[src/rtl/muldiv_pkg.sv]
// Shared definitions for the sequential multiply/divide unit.
// Holds the operation encoding, the FSM state encoding and the ALU
// control codes used by both muldiv_seq and alu.
// No ports (package).

package muldiv_pkg;

    typedef enum logic [1:0] {
        OP_MUL   = 2'b00,
        OP_MULHU = 2'b01,
        OP_DIVU  = 2'b10,
        OP_REMU  = 2'b11
    } op_e;

    typedef enum logic [1:0] {
        S_IDLE = 2'd0,
        S_CALC = 2'd1,
        S_DONE = 2'd2
    } state_e;

    localparam logic [3:0] ALU_AND = 4'b0000;
    localparam logic [3:0] ALU_OR  = 4'b0001;
    localparam logic [3:0] ALU_ADD = 4'b0010;
    localparam logic [3:0] ALU_SUB = 4'b0110;

endpackage

[src/rtl/alu.sv]
// Team ALU: purely combinational two-operand arithmetic/logic unit.
// Ports:
//   ctrl_i  4-bit operation select (ALU_* codes from muldiv_pkg)
//   a_i     first operand
//   b_i     second operand
//   y_o     result, same width as the operands (carry/borrow not exported)

module alu
    import muldiv_pkg::*;
#(
    parameter int REG_WIDTH = 32
) (
    input  logic [3:0]           ctrl_i,
    input  logic [REG_WIDTH-1:0] a_i,
    input  logic [REG_WIDTH-1:0] b_i,
    output logic [REG_WIDTH-1:0] y_o
);

    // Select the operation; anything unrecognised falls back to add so
    // the output is never undefined.
    always_comb begin
        y_o = a_i + b_i;
        case (ctrl_i)
            ALU_AND: y_o = a_i & b_i;
            ALU_OR:  y_o = a_i | b_i;
            ALU_ADD: y_o = a_i + b_i;
            ALU_SUB: y_o = a_i - b_i;
            default: y_o = a_i + b_i;
        endcase
    end

endmodule

[src/rtl/muldiv_seq.sv]
// Sequential unsigned multiply/divide unit, one bit per clock.
// MUL/MULHU use shift-add, DIVU/REMU use restoring division; both share a
// single ALU instance. Division is only built when macro MULDIV_DIV_EN is
// defined; otherwise DIVU/REMU complete in one cycle returning 0.
// Ports:
//   clk, reset             clock and synchronous active-high reset
//   req_valid/req_ready    request handshake (op, in1, in2 latched on accept)
//   op                     00 MUL, 01 MULHU, 10 DIVU, 11 REMU
//   in1, in2               multiplicand/dividend, multiplier/divisor
//   resp_valid/resp_ready  response handshake, result held until taken
//   result                 operation result
//   busy                   high whenever the FSM is not idle

module muldiv_seq
    import muldiv_pkg::*;
#(
    parameter int REG_WIDTH = 32
) (
    input  logic                 clk,
    input  logic                 reset,
    input  logic                 req_valid,
    output logic                 req_ready,
    input  logic [1:0]           op,
    input  logic [REG_WIDTH-1:0] in1,
    input  logic [REG_WIDTH-1:0] in2,
    output logic                 resp_valid,
    input  logic                 resp_ready,
    output logic [REG_WIDTH-1:0] result,
    output logic                 busy
);

    localparam int CNT_W = (REG_WIDTH > 2) ? $clog2(REG_WIDTH) : 1;
    localparam logic [CNT_W-1:0] CNT_LOAD = CNT_W'(REG_WIDTH - 1);

    state_e               state_q;
    op_e                  op_q;
    logic [CNT_W-1:0]     count_q;
    logic [REG_WIDTH-1:0] operand_q;
    logic [REG_WIDTH-1:0] hiWord_q;
    logic [REG_WIDTH-1:0] loWord_q;
    logic [REG_WIDTH-1:0] result_q;
    logic                 respValid_q;
    logic                 busy_q;

    logic [REG_WIDTH-1:0] hiWord_d;
    logic [REG_WIDTH-1:0] loWord_d;
    logic [3:0]           aluCtrl;
    logic [REG_WIDTH-1:0] aluA;
    logic [REG_WIDTH-1:0] aluY;
    logic [REG_WIDTH-1:0] mulSum;
    logic                 mulCarry;
    logic                 isMul;

    assign isMul = ~op_q[1];

`ifdef MULDIV_DIV_EN
    logic [REG_WIDTH:0] shiftedRem;
    logic               noBorrow;

    // The partial remainder shifted left with the next dividend bit needs
    // one extra bit; the wide compare tells us whether the trial subtract
    // would borrow, so the ALU only has to produce the low word.
    assign shiftedRem = {hiWord_q, loWord_q[REG_WIDTH-1]};
    assign noBorrow   = shiftedRem >= {1'b0, operand_q};
`endif

    // Steer the shared ALU: multiply accumulates into the high word,
    // divide subtracts the divisor from the shifted remainder.
    always_comb begin
        aluCtrl = ALU_ADD;
        aluA    = hiWord_q;
`ifdef MULDIV_DIV_EN
        if (!isMul) begin
            aluCtrl = ALU_SUB;
            aluA    = shiftedRem[REG_WIDTH-1:0];
        end
`endif
    end

    alu #(
        .REG_WIDTH(REG_WIDTH)
    ) u_alu (
        .ctrl_i(aluCtrl),
        .a_i   (aluA),
        .b_i   (operand_q),
        .y_o   (aluY)
    );

    // One iteration of the datapath. For multiply the add carry is
    // recovered by noticing the sum wrapped below the old high word, and
    // {carry,hi,lo} shifts right so the product settles into hi:lo.
    // For divide {rem,quot} shifts left and the quotient bit is the
    // inverse of the borrow.
    always_comb begin
        mulCarry = loWord_q[0] && ({1'b0, aluY} < {1'b0, hiWord_q});
        mulSum   = loWord_q[0] ? aluY : hiWord_q;
        hiWord_d = {mulCarry, mulSum[REG_WIDTH-1:1]};
        loWord_d = {mulSum[0], loWord_q[REG_WIDTH-1:1]};
`ifdef MULDIV_DIV_EN
        if (!isMul) begin
            hiWord_d = noBorrow ? aluY : shiftedRem[REG_WIDTH-1:0];
            loWord_d = {loWord_q[REG_WIDTH-2:0], noBorrow};
        end
`endif
    end

    // Control FSM and all registered state. Accepting a request loads the
    // operands and the iteration counter; the last CALC cycle captures the
    // low word (MUL, DIVU) or high word (MULHU, REMU) as the result, which
    // is then held in DONE until the consumer takes it. Division by zero
    // and, in builds without division, any divide op skip CALC entirely.
    always_ff @(posedge clk) begin
        if (reset) begin
            state_q     <= S_IDLE;
            op_q        <= OP_MUL;
            count_q     <= '0;
            operand_q   <= '0;
            hiWord_q    <= '0;
            loWord_q    <= '0;
            result_q    <= '0;
            respValid_q <= 1'b0;
            busy_q      <= 1'b0;
        end else begin
            case (state_q)
                S_IDLE: begin
                    if (req_valid) begin
                        op_q    <= op_e'(op);
                        count_q <= CNT_LOAD;
                        busy_q  <= 1'b1;
                        if (!op[1]) begin
                            operand_q <= in1;
                            hiWord_q  <= '0;
                            loWord_q  <= in2;
                            state_q   <= S_CALC;
                        end else begin
`ifdef MULDIV_DIV_EN
                            if (in2 == '0) begin
                                result_q    <= op[0] ? in1 : '1;
                                respValid_q <= 1'b1;
                                state_q     <= S_DONE;
                            end else begin
                                operand_q <= in2;
                                hiWord_q  <= '0;
                                loWord_q  <= in1;
                                state_q   <= S_CALC;
                            end
`else
                            result_q    <= '0;
                            respValid_q <= 1'b1;
                            state_q     <= S_DONE;
`endif
                        end
                    end
                end
                S_CALC: begin
                    hiWord_q <= hiWord_d;
                    loWord_q <= loWord_d;
                    if (count_q == '0) begin
                        result_q    <= op_q[0] ? hiWord_d : loWord_d;
                        respValid_q <= 1'b1;
                        state_q     <= S_DONE;
                    end else begin
                        count_q <= count_q - CNT_W'(1);
                    end
                end
                S_DONE: begin
                    if (resp_ready) begin
                        respValid_q <= 1'b0;
                        busy_q      <= 1'b0;
                        state_q     <= S_IDLE;
                    end
                end
                default: begin
                    state_q <= S_IDLE;
                end
            endcase
        end
    end

    assign req_ready  = (state_q == S_IDLE) && !reset;
    assign resp_valid = respValid_q;
    assign result     = result_q;
    assign busy       = busy_q;

endmodule

[config.mk]
export PLATFORM = sky130hd
export DESIGN_NAME = muldiv_seq
export DESIGN_NICKNAME = d
export VERILOG_FILES = /design/src/rtl/muldiv_pkg.sv /design/src/rtl/alu.sv /design/src/rtl/muldiv_seq.sv
export SDC_FILE = /design/constraint.sdc
export NUM_CORES = 1
export LEC_CHECK = 0
export ABC_AREA = 1
export CAP_MARGIN = 10
export CORE_ASPECT_RATIO = 1.2
export CORE_MARGIN = 3
export CORE_UTILIZATION = 54
export DETAILED_ROUTE_END_ITERATION = 8
export GPL_TIMING_DRIVEN = 0
export PLACE_DENSITY = 0.77
export SLEW_MARGIN = 20
export SYNTH_ARGS = -nofsm -noshare
export SYNTH_HDL_FRONTEND = slang
export SYNTH_SLANG_ARGS = --single-unit
[constraint.sdc]
create_clock -name clk -period 4.75 [get_ports clk]
set_input_delay 0.95 -clock clk [delete_from_list [all_inputs] [get_ports clk]]
set_output_delay 0.95 -clock clk [all_outputs]
set_load 0.005 [all_outputs]
==> results of run 1 <==
## power breakdown
group          internal (mW)  leakage [nW]  switching (mW)
registers               1.23          1.13          0.0583
logic                  0.257          3.82           0.415
clock network          0.744         0.271           0.573
## layer usage
metal,vias to the layer above,track usage,share of wire
met3,47,0.05352,0.061
met1,4240,0.3735,0.45
met2,351,0.4951,0.47
li1,4923,-,-
met4,0,0.09923,0.025
met5,-,0,0
## worst min-delay path by stage
| stage | from | end | cells past startpoint |
|---|---|---|---|
| floorplan | loWord_q[31]$_SDFFE_PP0P_ | loWord_q[30]$_SDFFE_PP0P_ | 2 |
| global route | result[4]$_SDFFE_PP0P_ | result[4]$_SDFFE_PP0P_ | 2 |
| finish | result[3]$_SDFFE_PP0P_ | result[3]$_SDFFE_PP0P_ | 2 |
| CTS | result[1]$_SDFFE_PP0P_ | result[1]$_SDFFE_PP0P_ | 2 |
| global placement | result[4]$_SDFFE_PP0P_ | result[4]$_SDFFE_PP0P_ | 2 |
| detailed placement | result[1]$_SDFFE_PP0P_ | result[1]$_SDFFE_PP0P_ | 2 |
## placed cells by master (no fill, tap or decap), types with 4 or more instances in the layout
| cell type | count |
|---|---|
| nand2_1 | 489 |
| inv_1 | 182 |
| nor2_1 | 176 |
| dfxtp_1 | 138 |
| a21oi_1 | 105 |
| clkdlybuf4s50_1 | 103 |
| o21ai_0 | 91 |
| ha_1 | 65 |
| nand3_1 | 62 |
| clkbuf_1 | 36 |
| a31oi_1 | 33 |
| clkbuf_16 | 17 |
| xor2_1 | 13 |
| and2_1 | 13 |
| buf_4 | 11 |
| buf_2 | 11 |
| inv_6 | 7 |
| nor3_1 | 5 |
| nand2_2 | 5 |
| inv_2 | 5 |
| o21ai_1 | 4 |
## per-stage QoR
step           cell area [um2]  worst slack [ns]  std cells
2_1_floorplan             9138             1.949       1483
3_3_place_gp             10430             1.295       1798
3_5_place_dp             10430             1.286       1798
4_1_cts                  11000             1.261       1829
5_1_grt                  11000            0.9278       1829
6_report                 11000             1.269       1829
## flip-flops by register name (all words and copies together), names as in the netlist
| name | flops |
|---|---|
| result | 32 |
| aluA | 32 |
| op_q | 1 |
| resp_valid | 1 |
| operand_q | 32 |
| state_q | 2 |
| busy | 1 |
| count_q | 5 |
| loWord_q | 32 |
## kinds of logic after synthesis
group,share of synthesized area
xor gates and xnor gates,0.01972
and+or+nand+nor,0.3344
DFF,0.3023
buffers and inverters,0.1089
AOI/OAI and AO/OA,0.1435
adders and majority gates,0.09120
## tightest hold or removal path, stage by stage, from the launching register on
cell and delay (ns):
dfxtp_1 0.31, nand2_1 0.06, a21oi_1 0.05
## area by class of cell
cell class	instances	share of cell area
buffer	62	0.02626
inverter	188	0.06413
tap	212	0.02410
multi-input combinational	1095	0.4889
timing repair buffer	103	0.09369
sequential	138	0.2511
clock buffer	18	0.03991
clock inverter	13	0.01194
==> reports/summary.txt, run 1 <==
outcome -> finished clean
Critical Path RT -> 5.05 ns
worst-path cell chain -> ha_1, inv_1, fa_1, inv_1, nand3_1, nand2_1, nand3_1, nand3_1, nand2_1, nand2_1, nand2_1, and2_1, ha_1, nand2_1, nor2_1, nand4_1, nor4_1, nand2_1, nand2_1, nand2_1, nand2_1, a21oi_1
Distinct cells, synth -> 40
DRC viols -> 0
CP arrival -> 3.78 ns
clock root buffer -> clkbuf_16
area of the multi-input gates -> 5380 um2
Slew headroom -> 0.5138
via/cell ratio -> 5.227
CTS clk-pin slew, worst paths -> 0.06 ns
Wirelength per Cell -> 14.87 um
CP max FO -> 3
period utilization -> 0.7328
Yosys Warn Count -> 0
CP top delay family -> simple AND/OR/NAND/NOR gates
Core Area -> 16400 um2
Vias -> 9561
CTS tree -> yes
CP bufs+invs -> 2
total CTS buffers -> 17
postcts setup bufs -> 0
FILL cells -> 1578
crit path to -> result[31]$_SDFFE_PP0P_
Slowest-stage cell, CP -> fa_1
Final min period -> 3.481 ns
Final Hold Viols -> 0
Setup Skew -> 0.008830 ns
Chip Width -> 124.8 um
Least-Margin Pin Slew -> 0.7293 ns
DRT Pass-1 Iters -> 7
Crit Path Class -> flip-flop to flip-flop
Worst-Skew Late Latency -> 0.43 ns
VDD IR-drop max -> 0.2623 mV
Post-synth EDFFs -> 0
Post-CTS Resized -> 0
worst stage delay on the critical path -> 0.41 ns
WL final -> 27200 um
post-synthesis cell area -> 9138 um2
row cnt -> 51
Die ar. -> 18530 um2
most common cell in the netlist -> nand2_1
n_diodes -> 0
DP HPWL -> 21490 um
NumNets Final -> 1741
Post-synth top cells -> 489 x nand2_1, 182 x inv_1, 176 x nor2_1
Die Y -> 148.5 um
Synth Net Count -> 1619
CTS max path bufs -> 2
most numerous cell on the critical path -> nand2_1
H-tree Lvls -> 4
CTS sink cnt -> 138
Seq/Total Area, Yosys -> 0.3023
Storage cell area -> 2763 um2
initial antenna violation count -> 0
Finish-stage setup viols -> 0
total gr overflow -> 0
Reg-to-Reg End -> result[31]$_SDFFE_PP0P_
hold buffers post-CTS -> 0
Synth area leaders -> dfxtp_1 30%, nand2_1 20%, ha_1 8.9%
Power Dens Cells -> 298.3 nW/um2
FF-to-FF path depth -> 22
P&R area growth vs syn -> 20.43%
first-pass GRT wire length -> 43780 um
area leader, netlist -> dfxtp_1
crit start category -> flip-flop
Starting Density -> 0.5572
RePlAce Congestion -> 0.9791
Total Routing Usage GR -> 0.2912
Avg Cell Area, Syn -> 6.162 um2
Max Fclk -> 287.3 MHz
leak pwr -> 5.213 nW
vias in the first global route -> 9084
Yosys top cell area share -> 0.3023
Worst Setup SP -> operand_q[0]$_SDFFE_PP0P_
Final Util -> 0.6710
# IOs -> 105
final hold slack -> 0.4611 ns
RSZ-0062 raised after global routing -> no
remaining antenna violation count -> 0
DRT iter0 DRCs -> 820
proportion of layout cells with a drive suffix above 1 -> 0.04638
worst reg2reg path startpoint -> operand_q[0]$_SDFFE_PP0P_
Synth Register Bits -> 138
Max Cap Violations -> 0
largest net degree at the start of global routing -> 17
Crit. path cell count -> 22
Buffers on Ports -> 103
r2r setup slk -> 1.27 ns
Slew Viols, Final -> 0
path type of the worst min-delay path -> flip-flop to flip-flop
post-synthesis cell count -> 1483
Synth async-reset ratio -> 0
CP endpoint kind -> flip-flop
Main synth FF type -> dfxtp_1
setup TNS -> 0 ns
total power draw -> 3.283 mW
(Power assumes the default switching activity.)
==> run 2, diff against run 1 <==
==> constraint.sdc (replaced) <==
create_clock -name clk -period 3.5 [get_ports clk]
set_input_delay 0.7 -clock clk [delete_from_list [all_inputs] [get_ports clk]]
set_output_delay 0.7 -clock clk [all_outputs]
set_load 0.005 [all_outputs]
==> reports/summary.txt, run 2 (same netlist as run 1, synthesis figures left out) <==
Max Cap Violations -> 0
via/cell ratio -> 5.203
Slew headroom -> 0.4947
Slew Viols, Final -> 0
Setup Skew -> 0.008927 ns
Final Hold Viols -> 0
P&R area growth vs syn -> 21.14%
period utilization -> 0.9368
CTS max path bufs -> 2
Total Routing Usage GR -> 0.2912
r2r setup slk -> 0.22 ns
outcome -> finished clean
row cnt -> 51
first-pass GRT wire length -> 43780 um
NumNets Final -> 1744
Crit Path Class -> flip-flop to flip-flop
CTS sink cnt -> 138
H-tree Lvls -> 4
leak pwr -> 5.232 nW
RSZ-0062 raised after global routing -> no
CTS tree -> yes
Core Area -> 16400 um2
CP endpoint kind -> flip-flop
Least-Margin Pin Slew -> 0.7579 ns
Die Y -> 148.5 um
VDD IR-drop max -> 0.3578 mV
most common cell after layout, fill and taps aside -> nand2_1
hold buffers post-CTS -> 0
Buffers on Ports -> 103
Starting Density -> 0.5572
area of the multi-input gates -> 5419 um2
CP arrival -> 3.58 ns
Area after DPL -> 10430 um2
crit start category -> flip-flop
initial antenna violation count -> 0
largest net degree at the start of global routing -> 17
setup TNS -> 0 ns
Finished Cell Area -> 11070 um2
CP max FO -> 3
Power Dens Cells -> 403.4 nW/um2
Vias -> 9532
Final min period -> 3.279 ns
total CTS buffers -> 17
Finish-stage setup viols -> 0
DRT iter0 DRCs -> 885
commonest non-fill, non-tap cells in the layout -> 488 x nand2_1, 181 x inv_1, 176 x nor2_1, 135 x dfxtp_1
Worst-Skew Late Latency -> 0.44 ns
remaining antenna violation count -> 0
DP HPWL -> 21490 um
WL final -> 27230 um
clock root buffer -> clkbuf_16
CTS clk-pin slew, worst paths -> 0.07 ns
RePlAce Congestion -> 0.9791
FILL cells -> 1568
Die ar. -> 18530 um2
vias in the first global route -> 9084
n_diodes -> 0
total gr overflow -> 0
# IOs -> 105
proportion of layout cells with a drive suffix above 1 -> 0.05556
Chip Width -> 124.8 um
DRT Pass-1 Iters -> 5
Max Fclk -> 305.0 MHz
Storage cell area -> 2766 um2
DRC viols -> 0
Critical Path RT -> 3.80 ns
Wirelength per Cell -> 14.86 um
path type of the worst min-delay path -> flip-flop to flip-flop
final hold slack -> 0.4613 ns
[run 2: cell types whose count changed in the layout (fill, tap and decap cells not counted), sizes merged]
cell and delta:
buf +3
[run 2: cell type report]
class                      count  area share
buffer                        62     0.02611
tap                          212     0.02396
timing repair buffer         106     0.09517
clock buffer                  18     0.03967
clock inverter                13     0.01187
inverter                     188     0.06375
multi-input combinational   1095      0.4895
sequential                   138      0.2499
[run 2: worst max-delay path: stages (launching register included)]
cell,delay [ns]
dfxtp_2,0.36
ha_2,0.19
inv_1,0.05
fa_2,0.37
inv_2,0.08
nand2_1,0.05
nand3_1,0.12
nand2_1,0.09
nand2_2,0.14
nand2_1,0.10
nand2_1,0.07
nand2_1,0.06
and2_1,0.14
ha_1,0.26
nand2_1,0.06
nor2_1,0.15
nand4_1,0.21
nor4_2,0.28
nand2_1,0.10
nand2_1,0.09
nand2_1,0.05
nand2_1,0.05
a21oi_1,0.05
[run 2: through the flow]
stage          power (mW)  setup slack [ns]  instances    util
5_1_grt             4.648          0.001630       1832  0.6750
4_1_cts             4.456           0.01119       1829  0.6710
3_3_place_gp        2.660           0.04473       1798  0.6362
3_5_place_dp        2.678           0.03569       1798  0.6362
6_report            4.466            0.2213       1832  0.6750
2_1_floorplan       2.360            0.6988       1483       -
[run 2: timing repair]
action                     4_1_cts  5_1_grt
gates resized for setup          0       12
buffers inserted                 0        3
setup endpoints to repair        0        2
[run 2: layer usage]
layer | vias to the layer above | part of all wire | track usage
li1 | 4930 | - | -
met1 | 4249 | 0.45 | 0.3735
met2 | 303 | 0.46 | 0.4951
met3 | 50 | 0.061 | 0.05352
met4 | 0 | 0.026 | 0.09923
met5 | - | 0 | 0
[run 2: final timing paths]
path / from / to / depth (start not counted)
worst max-delay path: operand_q[0]$_SDFFE_PP0P_ / result[31]$_SDFFE_PP0P_ / 22
worst min-delay path: result[3]$_SDFFE_PP0P_ / result[3]$_SDFFE_PP0P_ / 2
worst max register to register: operand_q[0]$_SDFFE_PP0P_ / result[31]$_SDFFE_PP0P_ / 22
worst min register to register: result[3]$_SDFFE_PP0P_ / result[3]$_SDFFE_PP0P_ / 2
[run 2: power breakdown]
| part | internal (mW) | switching [mW] |
|---|---|---|
| Combinational | 0.352 | 0.565 |
| Sequential | 1.68 | 0.0796 |
| Clock | 1.01 | 0.784 |
